<file path="src/rtl/ex_operand_stage.sv">
// ex_operand_stage: ID/EX pipeline register with EX/MEM and MEM/WB operand forwarding
// Ports: clk, reset (async active-low); id_* decoded fields from ID; stall holds the
// stage, flush inserts a bubble; exmem_*/memwb_* producer write-backs; outputs ex_valid,
// SrcA, SrcB, Operation, ex_rd, ex_regwrite, ex_store_data.
// Macro EX_WB_BYPASS_EN enables the MEM/WB write-through on the ID load.
module ex_operand_stage #(
  parameter int DATA_WIDTH    = 32,
  parameter int OPCODE_LENGTH = 4,
  parameter int REG_ADDR      = 5
) (
  input  logic                     clk,
  input  logic                     reset,
  input  logic                     id_valid,
  input  logic [REG_ADDR-1:0]      id_rs1,
  input  logic [REG_ADDR-1:0]      id_rs2,
  input  logic [DATA_WIDTH-1:0]    id_rs1_data,
  input  logic [DATA_WIDTH-1:0]    id_rs2_data,
  input  logic [DATA_WIDTH-1:0]    id_imm,
  input  logic                     id_alusrc,
  input  logic [OPCODE_LENGTH-1:0] id_operation,
  input  logic [REG_ADDR-1:0]      id_rd,
  input  logic                     id_regwrite,
  input  logic                     stall,
  input  logic                     flush,
  input  logic                     exmem_regwrite,
  input  logic [REG_ADDR-1:0]      exmem_rd,
  input  logic [DATA_WIDTH-1:0]    exmem_result,
  input  logic                     memwb_regwrite,
  input  logic [REG_ADDR-1:0]      memwb_rd,
  input  logic [DATA_WIDTH-1:0]    memwb_result,
  output logic                     ex_valid,
  output logic [DATA_WIDTH-1:0]    SrcA,
  output logic [DATA_WIDTH-1:0]    SrcB,
  output logic [OPCODE_LENGTH-1:0] Operation,
  output logic [REG_ADDR-1:0]      ex_rd,
  output logic                     ex_regwrite,
  output logic [DATA_WIDTH-1:0]    ex_store_data
);
  logic                     valid, alusrc, regwrite;
  logic [REG_ADDR-1:0]      rs1, rs2, rd;
  logic [DATA_WIDTH-1:0]    op_a, op_b, imm, fwd_a, fwd_b, ld_a, ld_b;
  logic [OPCODE_LENGTH-1:0] operation;
  logic                     ex_a, ex_b, wb_a, wb_b;
  always_comb begin
    ex_a  = exmem_regwrite && exmem_rd != '0 && exmem_rd == rs1;
    ex_b  = exmem_regwrite && exmem_rd != '0 && exmem_rd == rs2;
    wb_a  = memwb_regwrite && memwb_rd != '0 && memwb_rd == rs1;
    wb_b  = memwb_regwrite && memwb_rd != '0 && memwb_rd == rs2;
    fwd_a = ex_a ? exmem_result : wb_a ? memwb_result : op_a;
    fwd_b = ex_b ? exmem_result : wb_b ? memwb_result : op_b;
`ifdef EX_WB_BYPASS_EN
    ld_a  = (memwb_regwrite && memwb_rd != '0 && memwb_rd == id_rs1) ? memwb_result : id_rs1_data;
    ld_b  = (memwb_regwrite && memwb_rd != '0 && memwb_rd == id_rs2) ? memwb_result : id_rs2_data;
`else
    ld_a  = id_rs1_data;
    ld_b  = id_rs2_data;
`endif
  end
  always_ff @(posedge clk or negedge reset) begin
    if (!reset) begin
      valid     <= 1'b0;
      rs1       <= '0;
      rs2       <= '0;
      op_a      <= '0;
      op_b      <= '0;
      imm       <= '0;
      alusrc    <= 1'b0;
      operation <= '0;
      rd        <= '0;
      regwrite  <= 1'b0;
    end else if (flush) begin
      valid     <= 1'b0;
      regwrite  <= 1'b0;
      operation <= '0;
    end else if (stall) begin
      op_a      <= fwd_a;
      op_b      <= fwd_b;
    end else begin
      valid     <= id_valid;
      rs1       <= id_rs1;
      rs2       <= id_rs2;
      op_a      <= ld_a;
      op_b      <= ld_b;
      imm       <= id_imm;
      alusrc    <= id_alusrc;
      operation <= id_operation;
      rd        <= id_rd;
      regwrite  <= id_regwrite & id_valid;
    end
  end
  assign ex_valid      = valid;
  assign SrcA          = fwd_a;
  assign SrcB          = alusrc ? imm : fwd_b;
  assign ex_store_data = fwd_b;
  assign Operation     = operation;
  assign ex_rd         = rd;
  assign ex_regwrite   = regwrite & valid;
endmodule

</file>
<file path="config.mk">
export PLATFORM = sky130hd
export DESIGN_NAME = ex_operand_stage
export DESIGN_NICKNAME = d
export VERILOG_FILES = /design/src/rtl/ex_operand_stage.sv
export SDC_FILE = /design/constraint.sdc
export NUM_CORES = 1
export LEC_CHECK = 0
export BUFFER_PORTS_ARGS = -buffer_cell sky130_fd_sc_hd__buf_2
export CORE_ASPECT_RATIO = 1.75
export CORE_MARGIN = 2
export CORE_UTILIZATION = 55
export CTS_BUF_LIST = sky130_fd_sc_hd__clkbuf_8
export DETAILED_ROUTE_END_ITERATION = 8
export PLACE_DENSITY = 0.89
export RECOVER_POWER = 100
export SYNTH_ARGS = -nofsm -noshare
export SYNTH_HDL_FRONTEND = slang
export SYNTH_SLANG_ARGS = --single-unit
</file>
<file path="constraint.sdc">
create_clock -name clk -period 5.2 [get_ports clk]
set_input_delay 1.04 -clock clk [delete_from_list [all_inputs] [get_ports clk]]
set_output_delay 1.04 -clock clk [all_outputs]
set_load 0.1 [all_outputs]
</file>
# Word-level counts from Yosys, hierarchy flattened

Cells that the tools add are included.

Register bits after elaboration: 118
Input port bits: 198
Output and inout bits: 107

Eq/ne operators: 5
Muxes and demuxes: 13
Bitwise logic cells: 4
Reduce and logical (&&, ||, !) cells: 9

Operator list:

| operator             | count |
|---|---|
| $mux W32             | 7 |
| $eq A5 B5 Y1         | 4 |
| $reduce_bool A5 Y1   | 2 |
| $mux W4              | 2 |
| $logic_and A1 B1 Y1  | 6 |
| $mux W1              | 4 |
| $and A1 B1 Y1        | 2 |
| $ne A2 B1 Y1 const B | 1 |
| $not A1 Y1           | 2 |
| $reduce_and A2 Y1    | 1 |

# Logic depth before layout (Yosys ltp)

Gate-level depths: netlist (run 1).

Depth in word-level cells: 6
Depth in mapped cells: 9
Mapped depth without buffers: 5

# Worst setup path before layout (run 1)

No wires, ideal clock.

Kind: in2out
Start: in exmem_rd[1]
End: out SrcB[13]
Arrival time: 4.738 ns
Path slack: -0.578 ns
Cell stages on the path: 7
Path buffers: 2
Cells stage by stage: or4_4 -> o211a_4 -> and2_4 -> buf_6 -> buf_2 -> a22o_1 -> o31ai_1

Word-level cells in the longest chain between the ends: 5
Elaborated cells on any way between the ends: 6

RTL lines:

| element               | RTL line | source |
|---|---|---|
| start, declared       | 26       | `input logic [REG_ADDR-1:0] exmem_rd,` |
| $reduce_bool A5 Y1    | 46       | `ex_b = exmem_regwrite && exmem_rd != '0 && exmem_rd == rs2;` |
| $logic_and A1 B1 Y1   | 46       |  |
| $logic_and A1 B1 Y1 * | 46       |  |
| $mux W32 *            | 50       | `fwd_b = ex_b ? exmem_result : wb_b ? memwb_result : op_b;` |
| $mux W32 *            | 93       | `assign SrcB = alusrc ? imm : fwd_b;` |
| end, declared         | 33       | `output logic [DATA_WIDTH-1:0] SrcB,` |

Every way passes the cells marked *; elsewhere a longest branch is shown, timed or not.

# Worst setup path in the final report (run 1)

Start: in exmem_rd[2]
End: out SrcB[6]

Same word-level chain as after synthesis.

==> flow_metrics.env, run 1 <==
export IMPL_die_x_um=92.9
export IMPL_drv_slew=147
export IMPL_cts_setup_buffers=0
export IMPL_ios=305
export IMPL_finalSetupViolations=0
export IMPL_synth_ff_type="dfrtp_1"
export IMPL_wl_mm=30.0
export IMPL_rsz0062_at_grt="false"
export IMPL_clock_skew_ns=0.0194
export IMPL_grt_overflow_total=0
export IMPL_syn2layout_area_growth_pct=35.4
export IMPL_finalHoldViolations=0
export IMPL_power_total_w=0.00444
export IMPL_clk_pin_slew_ns=0.07
export IMPL_hpwl_mm=21.1
export IMPL_rows=56
export IMPL_final_fill_count=931
export IMPL_hold_path_class="reg -> reg"
export IMPL_start_util_pct=56.6
export IMPL_ctsResizeCount=0
export IMPL_seq_area_sq_mm=0.00295
export IMPL_fp_dieH_um=160
export IMPL_multiInputGateArea_sq_mm=0.00423
export IMPL_grt_pass1_vias=8631
export IMPL_endpoint_kind="output port"
export IMPL_ys_seq_elements=118
export IMPL_routed_via_density=6.68
export IMPL_clock_latency_ns=0.45
export IMPL_violations="max-capacitance violations, max-slew violations"
export IMPL_cts_tree="yes"
export IMPL_cp_required_ns=4.16
export IMPL_crit_arrival_ns=3.80
export IMPL_grt_start_max_net_pins=98
export IMPL_ctsHtreeMaxLevel=4
export IMPL_placed_area_sq_mm=0.0103
export IMPL_maxCapViolations=3
export IMPL_seq_area_frac_synth_pct=38.8
export IMPL_avgSynthCellArea_sq_um=9.20
export IMPL_status="complete, but fails checks"
export IMPL_vias=8533
export IMPL_cts_buffers=17
export IMPL_ys_warn_count=0
export IMPL_numPortBuffers=304
export IMPL_worstMarginPinSlew_ns=3.93
export IMPL_synth_edff_count=0
export IMPL_place_congestion=0.972
export IMPL_fin_area_sq_mm=0.0103
export IMPL_peakVddDrop_mv=0.242
export IMPL_critPathMaxFanout=17
export IMPL_min_period_ns=4.84
export IMPL_holdBufCountCts=0
export IMPL_leakage_nw=4.79
export IMPL_clockBufferDepth=2
export IMPL_remaining_drc_errors=0
export IMPL_grt_pass1_wl_mm=46.0
export IMPL_synthCells=827
export IMPL_async_reset_ff_share_pct=100
export IMPL_path_cells="buf_2, xnor2_1, and4_1, clkbuf_2, a21oi_1, a22o_1, o31ai_1, buf_12"
export IMPL_antenna_found_initial=5
export IMPL_crit_type="in -> out"
export IMPL_core_area_sq_mm=0.0135
export IMPL_drive_above_1_share_pct=37.6
export IMPL_yosysUniqueCellTypes=40
export IMPL_fin_nets=1283
export IMPL_root_buffer="clkbuf_8"
export IMPL_crit_path_start_kind="input port"
export IMPL_fin_crit_sh_pct=93.0
export IMPL_synth_cell_area_sq_mm=0.00761
export IMPL_dieArea_sq_mm=0.0148
export IMPL_finalSetupTns_ns=0
export IMPL_p_per_area_mw_per_mm2=431
export IMPL_drtIter0Drc=899
export IMPL_max_stage_delay_ns=0.72
export IMPL_cts_sinks=118
export IMPL_relSlewSlack_pct=-162
export IMPL_drtPass1Iterations=6
export IMPL_postRouteAntennaNets=0
export IMPL_critPathSlowestCell="and4_1"
export IMPL_synth_nets=1025
export IMPL_wl_per_cell_um=23.4
export IMPL_fmax_mhz=207
export IMPL_track_usage_pct=39.9
[power breakdown]
| group | switching [W] | internal (W) |
|---|---|---|
| Clock | 0.000403 | 0.000439 |
| Combinational | 0.00175 | 0.000683 |
| Sequential | 0.000108 | 0.00105 |
| Total | 0.00226 | 0.00217 |
[through the flow]
step           instances  worst slack, ns  hold slack [ns]  utilization [%]
2_1_floorplan        827            0.285            0.458                -
3_3_place_gp        1240            0.714            0.473             76.9
3_5_place_dp        1240            0.676            0.492             76.9
4_1_cts             1271            0.671            0.512             79.6
5_1_grt             1276            0.287            0.516             76.5
6_report            1278            0.362            0.512             76.6
[layout by cell type, fill, tap and decap left out, types with 8 or more instances in the layout]
cell      Yosys  layout
nand2_1      45      45
buf_2        10     197
o22a_1       32      32
a22oi_1      28      28
a211oi_1     28      28
nor3_1       34      34
a221oi_1     22      22
buf_12        0      51
xnor2_1      18      18
a21oi_1      39      38
a21o_1       32      32
clkbuf_8      0      19
o31ai_2       0       8
o31ai_1      60      52
mux2i_1       8       8
dfrtp_1     118     117
clkbuf_1     58      15
buf_4         0      10
mux2_2       48      48
inv_1        33      35
nor4b_1      26      26
a22o_1       32      32
a221oi_2     10      10
nor2_1      102     100
clkbuf_2      0      49
[metal layers]
metal | global-route usage (%) | part of all wire [%] | vias to the layer above
met2 | 68.7 | 51 | 644
met4 | 24.1 | 6.5 | 0
met3 | 7.67 | 9.3 | 172
li1 | - | - | 3663
met1 | 44.8 | 33 | 4054
met5 | 0 | 0 | -
[layout make-up]
class	instances	area share, %
Multi-Input combinational cell	592	41.0
Clock buffer	19	2.54
Antenna cell	7	0.170
Sequential cell	118	28.7
Tap cell	174	2.11
Inverter	34	1.24
Clock inverter	12	1.09
Timing Repair Buffer	322	23.1
[logic make-up (layout without fill, tap and decap cells)]
logic type	count (synthesis)	after routing	share of synthesized area, %
and+or+nand+nor	223	223	13.9
AOI/OAI and AO/OA	295	295	30.6
muxes	56	56	8.16
other	0	7	0
buffers and inverters	117	387	6.53
DFF	118	118	38.8
xor gates and xnor gates	18	18	2.07
[final timing paths]
kind	slack (ns)	startpoint	cells past startpoint	endpoint
setup / recovery	0.36	exmem_rd[2]	8	SrcB[6]
hold / removal	0.51	imm[27]$_DFFE_PN0P_	1	imm[27]$_DFFE_PN0P_
setup reg to reg	1.97	rs2[2]$_DFFE_PN0P_	6	op_b[23]$_DFFE_PN0N_
hold reg to reg	0.51	imm[27]$_DFFE_PN0P_	1	imm[27]$_DFFE_PN0P_
max in group asynchronous	1.21	reset	2	op_b[14]$_DFFE_PN0N_
min in group asynchronous	0.97	reset	1	op_b[29]$_DFFE_PN0N_
[critical path: cells and delay by family]
kind	cells	cell delay, ns
XOR/XNOR	1	0.21
buffers and inverters	3	0.91
AND/OR/NAND/NOR	1	0.72
AO/OA/AOI/OAI	3	0.90
[Yosys cell counts (all sizes together), types with 3 or more instances]
library cell  instances  area (sq um)
a211oi               29           223
a21o                 32           240
a21oi                39           195
a221oi               32           343
a22o                 32           280
a22oi                28           210
a2bb2oi               4          35.0
and2                  3          21.3
buf                  25           151
clkbuf               58           218
dfrtp               118          2950
inv                  33           124
mux2                 48           541
mux2i                 8          80.1
nand2                45           169
nand3                 5          25.0
nor2                102           383
nor3                 34           170
nor4b                26           228
o221ai                4          35.0
o22a                 32           280
o31ai                60           450
xnor2                18           158
[state kept, by name (all words and copies together) (netlist names)]
signal     count
Operation      4
alusrc         1
ex_rd          5
ex_valid       1
imm           32
op_a          32
op_b          32
regwrite       1
rs1            5
rs2            5
Power figures use the tool's default switching activity.
==> inputs of run 2 (changes only) <==
CORE_UTILIZATION = 53   (was 55)
CTS_BUF_LIST = default   (was sky130_fd_sc_hd__clkbuf_8)
PLACE_DENSITY = 0.86   (was 0.89)
==> flow_metrics.env, run 2 (synthesized netlist as in run 1, its figures left out) <==
export IMPL_grt_pass1_wl_mm=45.3
export IMPL_drive_above_1_share_pct=35.2
export IMPL_grt_overflow_total=0
export IMPL_fin_cells=1282
export IMPL_drtIter0Drc=755
export IMPL_wl_per_cell_um=23.0
export IMPL_wl_mm=29.5
export IMPL_min_period_ns=4.92
export IMPL_fin_area_sq_mm=0.0103
export IMPL_vias=8479
export IMPL_status="complete, but fails checks"
export IMPL_place_congestion=0.954
export IMPL_root_buffer="clkbuf_16"
export IMPL_routed_via_density=6.61
export IMPL_cp_required_ns=4.16
export IMPL_clock_latency_ns=0.42
export IMPL_start_util_pct=53.5
export IMPL_hpwl_mm=20.7
export IMPL_die_x_um=94.6
export IMPL_fmax_mhz=203
export IMPL_critPathMaxFanout=63
export IMPL_combPwrFrac_pct=50.4
export IMPL_cts_sinks=118
export IMPL_crit_path_start_kind="input port"
export IMPL_violations="max-capacitance violations, max-slew violations"
export IMPL_ios=305
export IMPL_finalSetupTns_ns=0
export IMPL_peakVddDrop_mv=0.293
export IMPL_endpoint_kind="output port"
export IMPL_holdBufCountCts=0
export IMPL_leakage_nw=4.87
export IMPL_grt_start_max_net_pins=66
export IMPL_placed_area_sq_mm=0.0101
export IMPL_final_cell_mix="193 x buf_2, 117 x dfrtp_1, 101 x nor2_1"
export IMPL_remaining_drc_errors=0
export IMPL_p_sw_w=0.00230
export IMPL_numPortBuffers=304
export IMPL_drv_slew=197
export IMPL_p_sw_share_pct=49.1
export IMPL_hold_path_class="reg -> reg"
export IMPL_fin_crit_sh_pct=94.7
export IMPL_antenna_found_initial=5
export IMPL_dp_cells=1246
export IMPL_reg_largest_list="imm: 32 flops, op_a: 32 flops, op_b: 32 flops"
export IMPL_cts_buffers=17
export IMPL_crit_type="in -> out"
export IMPL_grt_pass1_vias=8737
export IMPL_fp_dieH_um=163
export IMPL_dieArea_sq_mm=0.0154
export IMPL_worstMarginPinSlew_ns=3.26
export IMPL_cts_setup_buffers=0
export IMPL_final_util_pct=72.6
export IMPL_ctsResizeCount=0
export IMPL_clockBufferDepth=2
export IMPL_finalSetupViolations=0
export IMPL_p_clk_share_pct=25.2
export IMPL_maxCapViolations=5
export IMPL_fin_nets=1283
export IMPL_cts_tree="yes"
export IMPL_crit_arrival_ns=3.88
export IMPL_seq_power_share_pct=24.4
export IMPL_drtPass1Iterations=5
export IMPL_track_usage_pct=38.3
export IMPL_p_int_w=0.00238
export IMPL_clk_pin_slew_ns=0.06
export IMPL_relSlewSlack_pct=-118
export IMPL_final_common_cell="buf_2"
export IMPL_final_fill_count=1093
export IMPL_clock_skew_ns=0.0110
export IMPL_finalHoldViolations=0
export IMPL_postRouteAntennaNets=0
export IMPL_core_area_sq_mm=0.0142
export IMPL_rows=58
export IMPL_ctsHtreeMaxLevel=4
export IMPL_rsz0062_at_grt="false"
export IMPL_syn2layout_area_growth_pct=35.7
export IMPL_p_per_area_mw_per_mm2=454
## run 2: changes by cell type in the layout (fill, tap and decap cells not counted), sizes merged
cell          previous run  this run
buf                    258       240
clkbuf                  83        89
clkinv                   6         3
clkinvlp                 2         5
diode                    7         4
dlymetal6s2s             0        12
inv                     36        37
## run 2: metal layers
| metal | up-vias | GRT usage, % | share of wire [%] | wire length (um) |
|---|---|---|---|---|
| li1 | 3662 | - | - | - |
| met2 | 611 | 63.6 | 50 | 14800 |
| met4 | 2 | 26.9 | 7.5 | 2210 |
| met5 | - | 0 | 0.037 | 11 |
| met1 | 4035 | 43.0 | 34 | 10000 |
| met3 | 169 | 8.33 | 8.5 | 2500 |
## run 2: worst max-delay path, stage by stage
cell            delay, ns
buf_2                0.12
or4_4                0.54
o211a_4              0.40
and2_4               0.41
a22o_1               0.36
o31ai_2              0.20
dlymetal6s2s_1       0.77
## run 2: worst paths after layout
path                                           start                   end  slack (ns)  depth (start not counted)
worst max-delay path                     exmem_rd[1]              SrcB[26]        0.28                          7
worst min-delay path            op_a[14]$_DFFE_PN0N_  op_a[14]$_DFFE_PN0N_        0.50                          2
worst max register to register    rs2[3]$_DFFE_PN0P_  op_b[23]$_DFFE_PN0N_        1.69                          5
worst min register to register  op_a[14]$_DFFE_PN0N_  op_a[14]$_DFFE_PN0N_        0.50                          2
max in group asynchronous                      reset   op_b[7]$_DFFE_PN0N_        2.13                          2
min in group asynchronous                      reset   imm[27]$_DFFE_PN0P_        0.73                          1
## run 2: through the flow
step / worst slack [ns] / hold slack (ns) / total power (W)
final: 0.275 / 0.499 / 0.00468
after global routing: 0.230 / 0.515 / 0.00481
after CTS: 0.523 / 0.495 / 0.00480
after detailed placement: 0.526 / 0.482 / 0.00363
after global placement: 0.575 / 0.473 / 0.00359
after floorplan: 0.285 / 0.458 / 0.00288
## run 2: cell type report
cell class	count	area [sq um]	area share, %
Antenna cell	4	10.0	0.0970
Clock buffer	19	433	4.19
Clock inverter	13	150	1.45
Inverter	34	128	1.24
Multi-Input combinational cell	592	4200	40.7
Sequential cell	118	2950	28.6
Tap cell	180	225	2.18
Timing Repair Buffer	322	2220	21.5
## run 2: power groups by stage
stage / combinational [W] / clock [W] / sequential [W]
after floorplan: 0.00170 / 0 / 0.00118
after global placement: 0.00244 / 0 / 0.00115
after detailed placement: 0.00247 / 0 / 0.00115
after CTS: 0.00248 / 0.00118 / 0.00114
after global routing: 0.00244 / 0.00122 / 0.00116
final: 0.00236 / 0.00118 / 0.00114
